### config.mk
export PLATFORM = sky130hd
export DESIGN_NAME = conbus_arb_quota
export DESIGN_NICKNAME = d
export VERILOG_FILES = /design/src/rtl/conbus_pkg.sv /design/src/rtl/conbus_rr_pick.sv /design/src/rtl/conbus_arb_quota.sv
export SDC_FILE = /design/constraint.sdc
export NUM_CORES = 1
export LEC_CHECK = 0
export CAP_MARGIN = 15
export CORE_MARGIN = 4
export CORE_UTILIZATION = 55
export CTS_CLUSTER_SIZE = 8
export DETAILED_ROUTE_END_ITERATION = 7
export DONT_BUFFER_PORTS = 1
export GPL_TIMING_DRIVEN = 0
export PLACE_DENSITY = 0.7
export SLEW_MARGIN = 30
export SYNTH_ARGS = -nofsm -noshare
export SYNTH_HDL_FRONTEND = slang
export SYNTH_SLANG_ARGS = --single-unit
### constraint.sdc
create_clock -name sys_clk -period 6.4 [get_ports sys_clk]
set_input_delay 1.92 -clock sys_clk [delete_from_list [all_inputs] [get_ports sys_clk]]
set_output_delay 1.92 -clock sys_clk [all_outputs]
set_load 0.005 [all_outputs]
### src/rtl/conbus_pkg.sv
// Shared definitions for the conbus arbiter: default sizes, width helper and
// the per-cycle grant decision type.
package conbus_pkg;

  localparam int NMASTERS_DEF = 5;
  localparam int GW_DEF       = 3;

  typedef enum logic [1:0] {
    KEEP    = 2'd0,
    RELEASE = 2'd1,
    PREEMPT = 2'd2
  } arb_dec_e;

  function automatic int clog2(input int v);
    int r;
    r = 0;
    for (int i = 0; i < 31; i++) begin
      if ((1 << i) < v) r = i + 1;
    end
    return r;
  endfunction

endpackage

### src/rtl/conbus_rr_pick.sv
// Round-robin picker: first set bit of req scanning upward from start,
// wrapping modulo N. Rotate, priority-encode, rotate back.
module conbus_rr_pick #(
  parameter int N  = 5,
  parameter int GW = 3
) (
  input  logic [N-1:0]  req,
  input  logic [GW-1:0] start,
  output logic [GW-1:0] idx,
  output logic          found
);

  logic [2*N-1:0] w_dbl;
  logic [2*N-1:0] w_shift;
  logic [N-1:0]   w_rot;
  logic [GW-1:0]  w_off;
  logic [GW:0]    w_sum;

  assign w_dbl   = {req, req};
  assign w_shift = w_dbl >> start;
  assign w_rot   = w_shift[N-1:0];

  always_comb begin
    w_off = '0;
    found = 1'b0;
    for (int unsigned i = 0; i < N; i++) begin
      if (!found && w_rot[i]) begin
        w_off = GW'(i);
        found = 1'b1;
      end
    end
  end

  always_comb begin
    w_sum = {1'b0, start} + {1'b0, w_off};
    if (w_sum >= (GW+1)'(N)) w_sum = w_sum - (GW+1)'(N);
    idx = w_sum[GW-1:0];
  end

endmodule

### src/rtl/conbus_arb_quota.sv
// Round-robin conbus arbiter with per-owner transaction quota: the owner keeps
// the bus while requesting, but yields at a transaction end once over quota.
module conbus_arb_quota
  import conbus_pkg::*;
#(
  parameter int NMASTERS = NMASTERS_DEF,
  parameter int GW       = GW_DEF,
  parameter int MAX_HOLD = 16,
  parameter int CW       = 5
) (
  input  logic                sys_clk,
  input  logic                sys_rst,
  input  logic [NMASTERS-1:0] req,
  input  logic                txn_end,
  output logic [GW-1:0]       gnt,
  output logic [NMASTERS-1:0] gnt_oh,
  output logic                gnt_chg,
  output logic                preempt
);

  if (GW < clog2(NMASTERS) || CW < clog2(MAX_HOLD + 1)) begin : g_bad_width
    $error("conbus_arb_quota: GW or CW too narrow");
  end

  logic [GW-1:0]       r_owner;
  logic [NMASTERS-1:0] r_oh;
  logic [CW-1:0]       r_hold;
  logic                r_chg;
  logic                r_pre;

  logic [GW-1:0]       w_start;
  logic [NMASTERS-1:0] w_others;
  logic                w_own_req;
  logic [GW-1:0]       w_rel_idx;
  logic                w_rel_found;
  logic [GW-1:0]       w_pre_idx;
  logic                w_pre_found;
  logic                w_quota;
  logic                w_count;
  arb_dec_e            w_dec;

  assign w_start   = (r_owner == GW'(NMASTERS - 1)) ? '0 : r_owner + 1'b1;
  assign w_others  = req & ~r_oh;
  assign w_own_req = |(req & r_oh);

  conbus_rr_pick #(.N(NMASTERS), .GW(GW)) u_pick_rel (
    .req   (req),
    .start (w_start),
    .idx   (w_rel_idx),
    .found (w_rel_found)
  );

  conbus_rr_pick #(.N(NMASTERS), .GW(GW)) u_pick_pre (
    .req   (w_others),
    .start (w_start),
    .idx   (w_pre_idx),
    .found (w_pre_found)
  );

  // Saturated counter keeps satisfying the quota test, so a lone owner that
  // exceeded quota is still preempted at its first contended txn_end.
  assign w_quota = (MAX_HOLD != 0) &&
                   (({1'b0, r_hold} + 1'b1) >= (CW+1)'(MAX_HOLD));
  assign w_count = (MAX_HOLD != 0) && (r_hold < CW'(MAX_HOLD));

  always_comb begin
    w_dec = KEEP;
    if (!w_own_req) begin
      if (w_rel_found) w_dec = RELEASE;
    end else if (txn_end && w_quota && w_pre_found) begin
      w_dec = PREEMPT;
    end
  end

  always_ff @(posedge sys_clk) begin
    if (sys_rst) begin
      r_owner <= '0;
      r_oh    <= NMASTERS'(1);
      r_hold  <= '0;
      r_chg   <= 1'b0;
      r_pre   <= 1'b0;
    end else begin
      unique case (w_dec)
        RELEASE: begin
          r_owner <= w_rel_idx;
          r_oh    <= NMASTERS'(1) << w_rel_idx;
          r_hold  <= '0;
          r_chg   <= 1'b1;
          r_pre   <= 1'b0;
        end
        PREEMPT: begin
          r_owner <= w_pre_idx;
          r_oh    <= NMASTERS'(1) << w_pre_idx;
          r_hold  <= '0;
          r_chg   <= 1'b1;
          r_pre   <= 1'b1;
        end
        default: begin
          r_chg <= 1'b0;
          r_pre <= 1'b0;
          if (txn_end && w_own_req && w_count) r_hold <= r_hold + 1'b1;
        end
      endcase
    end
  end

  assign gnt     = r_owner;
  assign gnt_oh  = r_oh;
  assign gnt_chg = r_chg;
  assign preempt = r_pre;

endmodule

==> results.json, run 1 <==
{
  "run_status": "finished clean",
  "skew_ns": 0.002583,
  "hold_path_class": "reg2reg",
  "fin_crit_sh_pct": 88.66,
  "post-route-util_pct": 61.84,
  "grt_antenna_before_repair": 0,
  "min_period_ns": 5.674,
  "drtPass1Iterations": 5,
  "drive_above_1_share_pct": 11.61,
  "syn_area_per_cell_um2": 8.417,
  "design.core.area_mm2": 0.003128,
  "grtUsageTotal_pct": 21.12,
  "num_rows": 20,
  "cp-end-kind": "flop",
  "drv_cap": 0,
  "synth_area_leaders": "dfxtp_1, ha_1, mux2i_1",
  "fmax_ghz": 0.1762,
  "ir_drop_mv": 0.5154,
  "gr-total-overflow": 0,
  "numCtsBuffers": 3,
  "htree_num_levels": 1,
  "final_antenna_net_count": 0,
  "fin_area_mm2": 0.001934,
  "startpoint_type": "input pin",
  "slew_headroom_pct": 57.38,
  "placed_cells": 264,
  "async_reset_ff_share_pct": 0,
  "synth_edf_count": 0,
  "setup_slack_ns": 0.7257,
  "whs_ns": 0.5222,
  "synth_area_mm2": 0.001852,
  "ys_seq_area_share_pct": 16.22,
  "io_pins": 18,
  "netlist-cell-type-count": 67,
  "viasPerCell": 6.254,
  "cp.arrival_ns": 5.90,
  "gp_congestion": 0.8669,
  "dp_hpwl_mm": 3.442,
  "placedInstanceArea_mm2": 0.001907,
  "netlist_instances": 220,
  "syn_nets": 242,
  "final_common_cell": "nand2_1",
  "worstPathCellList": "nand2b_1 > mux2_2 > a211oi_1 > o21ai_0 > a32o_1 > ha_1 > fa_1 > inv_1 > ha_1 > nor2b_1 > o21ai_0 > a211oi_1 > nor2_1 > xnor2_1 > nor2_1 > a41oi_2 > or3b_1 > a2bb2oi_2",
  "grt_first_pass_wirelength_mm": 7.307,
  "initial_utilization_pct": 59.20,
  "clock_path_buffers": 2,
  "post-cts-setup-buffers": 0,
  "cpMaxStageDelayCell": "fa_1",
  "rsz0062_at_grt": "false",
  "cts_tree": "yes",
  "die_w_um": 66.03,
  "route.detailed.drc": 0,
  "p_leak_nw": 0.8191,
  "portBuffers": 0,
  "path_clk_slew_ns": 0.09,
  "critical_path_class": "in2reg",
  "cts-resized-gates": 0,
  "hold_violations": 0,
  "cp.required_ns": 6.63,
  "critPathBufInv": 1,
  "synthFlopType": "dfxtp_1",
  "final_cell_mix": "nand2_1, nor2_1, dfxtp_1",
  "drt-wirelength-per-cell_um": 16.00,
  "powerDensity_mw_per_mm2": 609.2,
  "crit_family": "compound AO/OA/AOI/OAI gates",
  "die_y_um": 66.03,
  "ys_ff_latch": 15,
  "wirelength_mm": 4.287,
  "synth_top_area_share_pct": 16.22,
  "p_total_mw": 1.178,
  "final_max_slew_viol_count": 0,
  "cts_num_sinks": 15,
  "fin_tns_setup_ns": 0,
  "tightest_slew_ns": 0.6232,
  "setup_viol": 0,
  "cts_root_buf": "clkbuf_4",
  "area_growth_pct": 4.460,
  "cts_hold_buf": 0,
  "grt_pass1_vias": 1601,
  "drt_iter0_markers": 139,
  "dieArea_mm2": 0.004359,
  "nets": 247,
  "instances_no_fill": 268,
  "pre_cts_ws_ns": 0.4593,
  "antenna_cells": 0,
  "ys_warn_count": 0,
  "critPathMaxStageDelay_ns": 0.52,
  "num_vias": 1676,
  "clock_latency_ns": 0.29,
  "synth_top_area_cell": "dfxtp_1",
  "grt_max_degree": 12,
  "crit_fanout": 6
}
[synthesized netlist by cell type (2+ instances only)]
cell type / n
nand3_1: 5
a211oi_1: 3
a22oi_1: 3
nand2_1: 21
o31ai_1: 2
buf_6: 2
mux2i_1: 11
xnor2_1: 3
dfxtp_1: 15
nor3_1: 8
fa_1: 2
nand2b_1: 10
ha_1: 12
and3_1: 5
clkbuf_1: 2
o21ai_0: 13
xor2_1: 4
mux4_2: 2
inv_1: 7
mux2_2: 2
and2b_1: 2
nor2b_1: 4
and2_1: 3
o21a_1: 3
or3b_1: 2
o22ai_1: 2
o2111a_1: 2
a21o_1: 3
a21oi_1: 8
mux4_1: 2
nor2_1: 20
buf_2: 2
[sequential cells by signal, indices dropped and copies added (netlist names)]
signal   flops
gnt          3
gnt_oh       5
gnt_chg      1
r_hold       5
preempt      1
[metal layers]
layer | global-route usage (%) | up-vias | part of all wire, % | wire length (um)
met3 | 4.762 | 8 | 6.9 | 295
met1 | 27.63 | 785 | 45 | 1937
met2 | 34.67 | 52 | 46 | 1970
met4 | 6.091 | 0 | 1.9 | 83
li1 | - | 831 | - | -
met5 | 0 | - | 0 | 0
[worst paths after layout]
kind                   from        end  slack, ns  depth (start not counted)
setup / recovery     req[4]  gnt_oh[0]       0.73                         18
hold / removal    r_hold[3]  r_hold[3]       0.52                          2
setup reg to reg     gnt[0]  gnt_oh[0]       0.91                         21
hold reg to reg   r_hold[3]  r_hold[3]       0.52                          2
[layout make-up]
cell class | instances | area (um2)
well taps | 44 | 55.05
flip-flops and latches | 15 | 300.3
clock inverters | 1 | 5.005
plain buffers | 8 | 63.81
multi-input cells | 188 | 1446
fillers | 273 | 1194
inverters | 9 | 41.29
clock buffers | 3 | 22.52
[power breakdown]
| part | internal [mW] | leakage (nW) | switching, mW | total (mW) |
|---|---|---|---|---|
| combinational | 0.430 | 0.679 | 0.560 | 0.991 |
| sequential | 0.112 | 0.122 | 0.0211 | 0.133 |
| clock | 0.0233 | 0.0177 | 0.0316 | 0.0549 |
| total | 0.565 | 0.819 | 0.613 | 1.18 |
[cells by family after synthesis]
family	count (synthesis)	share of synthesized area, %
adder cells (fa/ha/maj)	14	10.27
AO/OA/AOI/OAI	61	26.08
XOR/XNOR	8	4.527
AND/OR/NAND/NOR	88	24.80
buffers and inverters	17	5.676
flip-flops	15	16.22
multiplexers	17	12.43
[worst min-delay path, cell delays in order, from the launching register on]
cell and delay, ns:
dfxtp_1 0.35, xor2_1 0.07, nor2_1 0.08
Note: power is estimated with default switching activity, not from simulation.
==> inputs of run 2 (changes only) <==
- ABC_AREA: not set -> 1
- CORE_UTILIZATION: 55 -> 45
- PLACE_DENSITY: 0.7 -> not set
==> run 2 against run 1 <==
  * Die area up 23%
  * Register-to-register slack better by 0.99 ns
  * Setup slack better by 0.93 ns
  * Sequential cell count unchanged
  * Global-route usage down 2.7 points
  * Clock skew up 0.0022 ns
==> results.json, run 2 <==
{
  "run_status": "finished clean",
  "synth_area_mm2": 0.001919,
  "min_period_ns": 4.739,
  "area_growth_pct": 5.606,
  "synthFlopType": "dfxtp_1",
  "grtUsageTotal_pct": 18.38,
  "hold_violations": 0,
  "fin_crit_sh_pct": 74.05,
  "viasPerCell": 5.186,
  "cp-end-kind": "flop",
  "syn_area_per_cell_um2": 6.252,
  "num_rows": 23,
  "ys_ff_latch": 15,
  "htree_num_levels": 1,
  "nets": 334,
  "slew_headroom_pct": 71.20,
  "die_w_um": 73.31,
  "cts_root_buf": "clkbuf_8",
  "path_common_cell": "nand2_1",
  "grt_antenna_before_repair": 0,
  "final_common_cell": "nand2_1",
  "drt-wirelength-per-cell_um": 12.41,
  "die_y_um": 73.31,
  "hold_depth": 2,
  "async_reset_ff_share_pct": 0,
  "r2r-end": "gnt_oh[0]",
  "grt-busiest-layer": "met2",
  "use_met2_pct": 29.89,
  "drtPass1Iterations": 4,
  "drive_above_1_share_pct": 17.36,
  "drv_cap": 0,
  "io_pins": 18,
  "gr-total-overflow": 0,
  "route.detailed.drc": 0,
  "final_cell_mix": "nand2_1, nand3_1, inv_1",
  "ys_seq_area_share_pct": 15.65,
  "antenna_cells": 0,
  "cts-resized-gates": 0,
  "holdCritStartpoint": "r_hold[1]",
  "synth_top_area_cell": "nand2_1",
  "nFillCells": 432,
  "grt_max_degree": 11,
  "final_max_slew_viol_count": 0,
  "dp_hpwl_mm": 3.716,
  "critPathBufInv": 4,
  "num_vias": 1872,
  "cts_hold_buf": 0,
  "synth_area_leaders": "nand2_1, dfxtp_1, nand3_1",
  "hold_path_class": "reg2reg",
  "grt_pass1_vias": 1740,
  "path_clk_slew_ns": 0.06,
  "cts_tree": "yes",
  "initial_utilization_pct": 47.30,
  "met3_usage_pct": 2.462,
  "syn_nets": 329,
  "grt_first_pass_wirelength_mm": 7.969,
  "ys_warn_count": 0,
  "design.core.area_mm2": 0.004058,
  "netlist_top_cells_count": "nand2_1, nand3_1, inv_1, nor2_1, dfxtp_1",
  "cp.arrival_ns": 4.89,
  "startpoint_type": "input pin",
  "r2r_start": "gnt[0]",
  "netlist-cell-type-count": 36,
  "synth_top_area_share_pct": 18.19,
  "post-cts-setup-buffers": 0,
  "netlist_instances": 307,
  "cp.required_ns": 6.55,
  "gp_congestion": 0.8654,
  "crit_fanout": 4,
  "cpMaxStageDelayCell": "fa_1",
  "numCtsBuffers": 3,
  "met1_usage_pct": 25.19,
  "reg2reg_depth": 28,
  "fin_tns_setup_ns": 0,
  "skew_ns": 0.004780,
  "synth_edf_count": 0,
  "critPathMaxStageDelay_ns": 0.49,
  "portBuffers": 0,
  "drt_iter0_markers": 174,
  "crit_family": "simple AND/OR/NAND/NOR gates",
  "critical_path_class": "in2reg",
  "fmax_ghz": 0.2110,
  "synth_most_common_cell": "nand2_1",
  "clock_path_buffers": 2,
  "path_depth": 25,
  "cts_num_sinks": 15,
  "final_antenna_net_count": 0,
  "dieArea_mm2": 0.005374,
  "setup_viol": 0,
  "tightest_slew_ns": 0.4320,
  "rsz0062_at_grt": "false",
  "wirelength_mm": 4.480,
  "clock_latency_ns": 0.25,
  "r2r_slack_ns": 1.90,
  "hold_end": "r_hold[1]"
}
-- run 2: cell count changes in the layout (fill, tap and decap cells not counted), moves of 5 or more --
cell and change:
nand2_1 +72, nand3_1 +43, inv_1 +23, nand2_2 +12
mux2i_1 -11, nand3_2 +11, o21ai_0 -11, nand2b_1 -10
nor3_1 -8, and3_1 -5, nor2_1 +5
-- run 2: cell families after synthesis --
family / after synthesis / share of synthesized area [%]
and+or+nand+nor: 207 / 53.78
buffers and inverters: 42 / 10.10
AOI/OAI and AO/OA: 25 / 8.736
DFF: 15 / 15.65
adders and majority gates: 14 / 9.909
xor gates and xnor gates: 4 / 1.826
-- run 2: final cells by class --
class                   count  area, um2  share of cell area (%)
well taps                  50      62.56                   3.086
clock buffers               4      45.04                   2.222
inverters                  34      127.6                   6.296
plain buffers               8      66.31                   3.272
multi-input cells         250       1425                   70.31
flip-flops and latches     15      300.3                   14.81
-- run 2: through the flow --
stage	setup WS, ns	utilization [%]	instances	area (um2)	hold slack [ns]
6_report	1.661	49.95	361	2027	0.4895
5_1_grt	1.288	49.95	361	2027	0.5168
4_1_cts	1.667	49.95	361	2027	0.4900
3_5_place_dp	1.429	48.84	357	1982	0.4781
3_3_place_gp	1.400	48.84	357	1982	0.4789
2_1_floorplan	1.738	-	307	1919	0.4574
-- run 2: how the worst max path moves through the flow --
stage                     startpoint         to
after floorplan               req[4]  gnt_oh[0]
after global placement        req[4]  gnt_oh[0]
after detailed placement      req[4]  gnt_oh[0]
after CTS                     req[4]  gnt_oh[0]
after global routing          req[4]  gnt_oh[0]
final                         req[4]  gnt_oh[0]
-- run 2: tightest hold or removal path: stages, from the launching register on --
cell,delay [ns]
dfxtp_1,0.32
nand2_1,0.07
a21oi_1,0.05
-- run 2: layer usage --
layer,part of all wire (%),vias up
li1,-,1002
met1,48,827
met2,48,36
met3,3.5,7
met4,1.2,0
met5,0,-
Power of run 2 is not shown: default switching activity piles up to over one toggle a cycle in this logic, so the estimate is an artifact.
==> inputs of run 3 (changes only) <==
- ABC_AREA: 1 -> 0
- clock period: 6.4 -> 4.25 ns (I/O delays scaled with it)
==> run 3 against run 2 <==
  * The run now ends with negative setup slack left
  * Via count fell by 4.8%
  * Wire length rose by 14%
  * Critical path depth fell by 6
  * Critical endpoint is now gnt_oh[4]
  * Largest cell class unchanged
==> results.json, run 3 (synthesized netlist as in run 1, its figures left out) <==
{
  "fin_area_mm2": 0.002336,
  "cp-end-kind": "flop",
  "run_status": "finished, violations left",
  "slew_headroom_pct": 57.77,
  "grt_antenna_before_repair": 0,
  "antenna_cells": 0,
  "clock_latency_ns": 0.25,
  "violations": "negative setup slack",
  "portBuffers": 0,
  "startpoint_type": "input pin",
  "drt_iter0_markers": 133,
  "io_pins": 18,
  "final_max_slew_viol_count": 0,
  "dp_hpwl_mm": 3.730,
  "gr-total-overflow": 0,
  "gp_congestion": 0.9436,
  "hold_violations": 0,
  "placedInstanceArea_mm2": 0.001976,
  "clock_path_buffers": 2,
  "cp.required_ns": 4.41,
  "area_growth_pct": 26.15,
  "cp.arrival_ns": 4.78,
  "grt_pass1_vias": 1785,
  "htree_num_levels": 1,
  "nFillCells": 360,
  "num_rows": 23,
  "setup_slack_ns": -0.3676,
  "route.detailed.drc": 0,
  "drt-wirelength-per-cell_um": 17.53,
  "tightest_slew_ns": 0.6175,
  "hold_path_class": "reg2reg",
  "fmax_ghz": 0.2166,
  "num_vias": 1782,
  "dieArea_mm2": 0.005206,
  "cts_hold_buf": 0,
  "die_y_um": 72.15,
  "path_clk_slew_ns": 0.06,
  "setup_viol": 8,
  "crit_fanout": 6,
  "cts_tree": "yes",
  "nets": 263,
  "final_antenna_net_count": 0,
  "drive_above_1_share_pct": 35.42,
  "critical_path_class": "in2reg",
  "grt_max_degree": 12,
  "grt_first_pass_wirelength_mm": 8.362,
  "die_w_um": 72.15,
  "drv_cap": 0,
  "viasPerCell": 6.145,
  "cts_num_sinks": 15,
  "cts_root_buf": "clkbuf_8",
  "rsz0062_at_grt": "true",
  "skew_ns": 0.0007300,
  "fin_crit_sh_pct": 108.6,
  "design.core.area_mm2": 0.004000,
  "numCtsBuffers": 3,
  "min_period_ns": 4.618,
  "final_cell_mix": "nand2_1, nor2_1, buf_4",
  "drtPass1Iterations": 4,
  "grtUsageTotal_pct": 19.96,
  "wirelength_mm": 5.085,
  "initial_utilization_pct": 46.29
}
[run 3: layout make-up]
class	count	area (um2)	area share, %
Clock buffer	4	45.04	1.928
Inverter	9	46.29	1.982
Timing Repair Buffer	16	140.1	5.999
Multi-Input combinational cell	188	1669	71.45
Tap cell	50	62.56	2.678
Sequential cell	15	305.3	13.07
Buffer	8	67.56	2.892
[run 3: critical path: stages]
cell	delay, ns
nand2b_4	0.05
mux2_4	0.28
a211oi_2	0.28
o21ai_1	0.10
a32o_1	0.27
ha_2	0.18
fa_1	0.54
inv_2	0.08
ha_4	0.16
nor2b_4	0.12
nor3b_2	0.06
a211oi_2	0.24
buf_4	0.17
mux2i_1	0.20
o22a_1	0.17
nand3_2	0.10
buf_4	0.16
nand2b_4	0.14
o31ai_2	0.20
[run 3: layer usage]
layer | part of all wire (%) | track usage [%] | vias to the layer above
met5 | 0 | 0 | -
met4 | 2.4 | 6.472 | 0
met2 | 50 | 32.66 | 51
met3 | 5.2 | 5.125 | 16
li1 | - | - | 859
met1 | 42 | 25.58 | 856
[run 3: final timing paths]
path / slack [ns] / startpoint / cells past startpoint / end
worst max register to register: -0.33 / gnt[0] / 23 / gnt_oh[4]
worst max-delay path: -0.37 / req[4] / 19 / gnt_oh[4]
worst min register to register: 0.51 / r_hold[3] / 2 / r_hold[3]
worst min-delay path: 0.51 / r_hold[3] / 2 / r_hold[3]
[run 3: what timing repair did]
action / in CTS / in global routing
setup endpoints to repair: 8 / 8
hold endpoints to repair: 0 / 0
setup buffers: 11 / 5
pin swaps: 15 / 15
gates resized for setup: 24 / 24
[run 3: metrics by stage]
| stage | worst slack [ns] | utilization (%) | hold WS, ns | TNS (ns) | std cells |
|---|---|---|---|---|---|
| final | -0.3676 | 58.40 | 0.5071 | -2.337 | 290 |
| after floorplan | -0.3760 | - | 0.4620 | -0.9996 | 220 |
| after global routing | -0.4748 | 58.40 | 0.5450 | -3.322 | 290 |
| after global placement | -0.8952 | 49.39 | 0.4929 | -5.221 | 270 |
| after detailed placement | -0.9812 | 49.39 | 0.4927 | -5.980 | 270 |
| after CTS | -0.3788 | 55.40 | 0.5101 | -1.933 | 285 |
Power of run 3 is left out for the same reason.
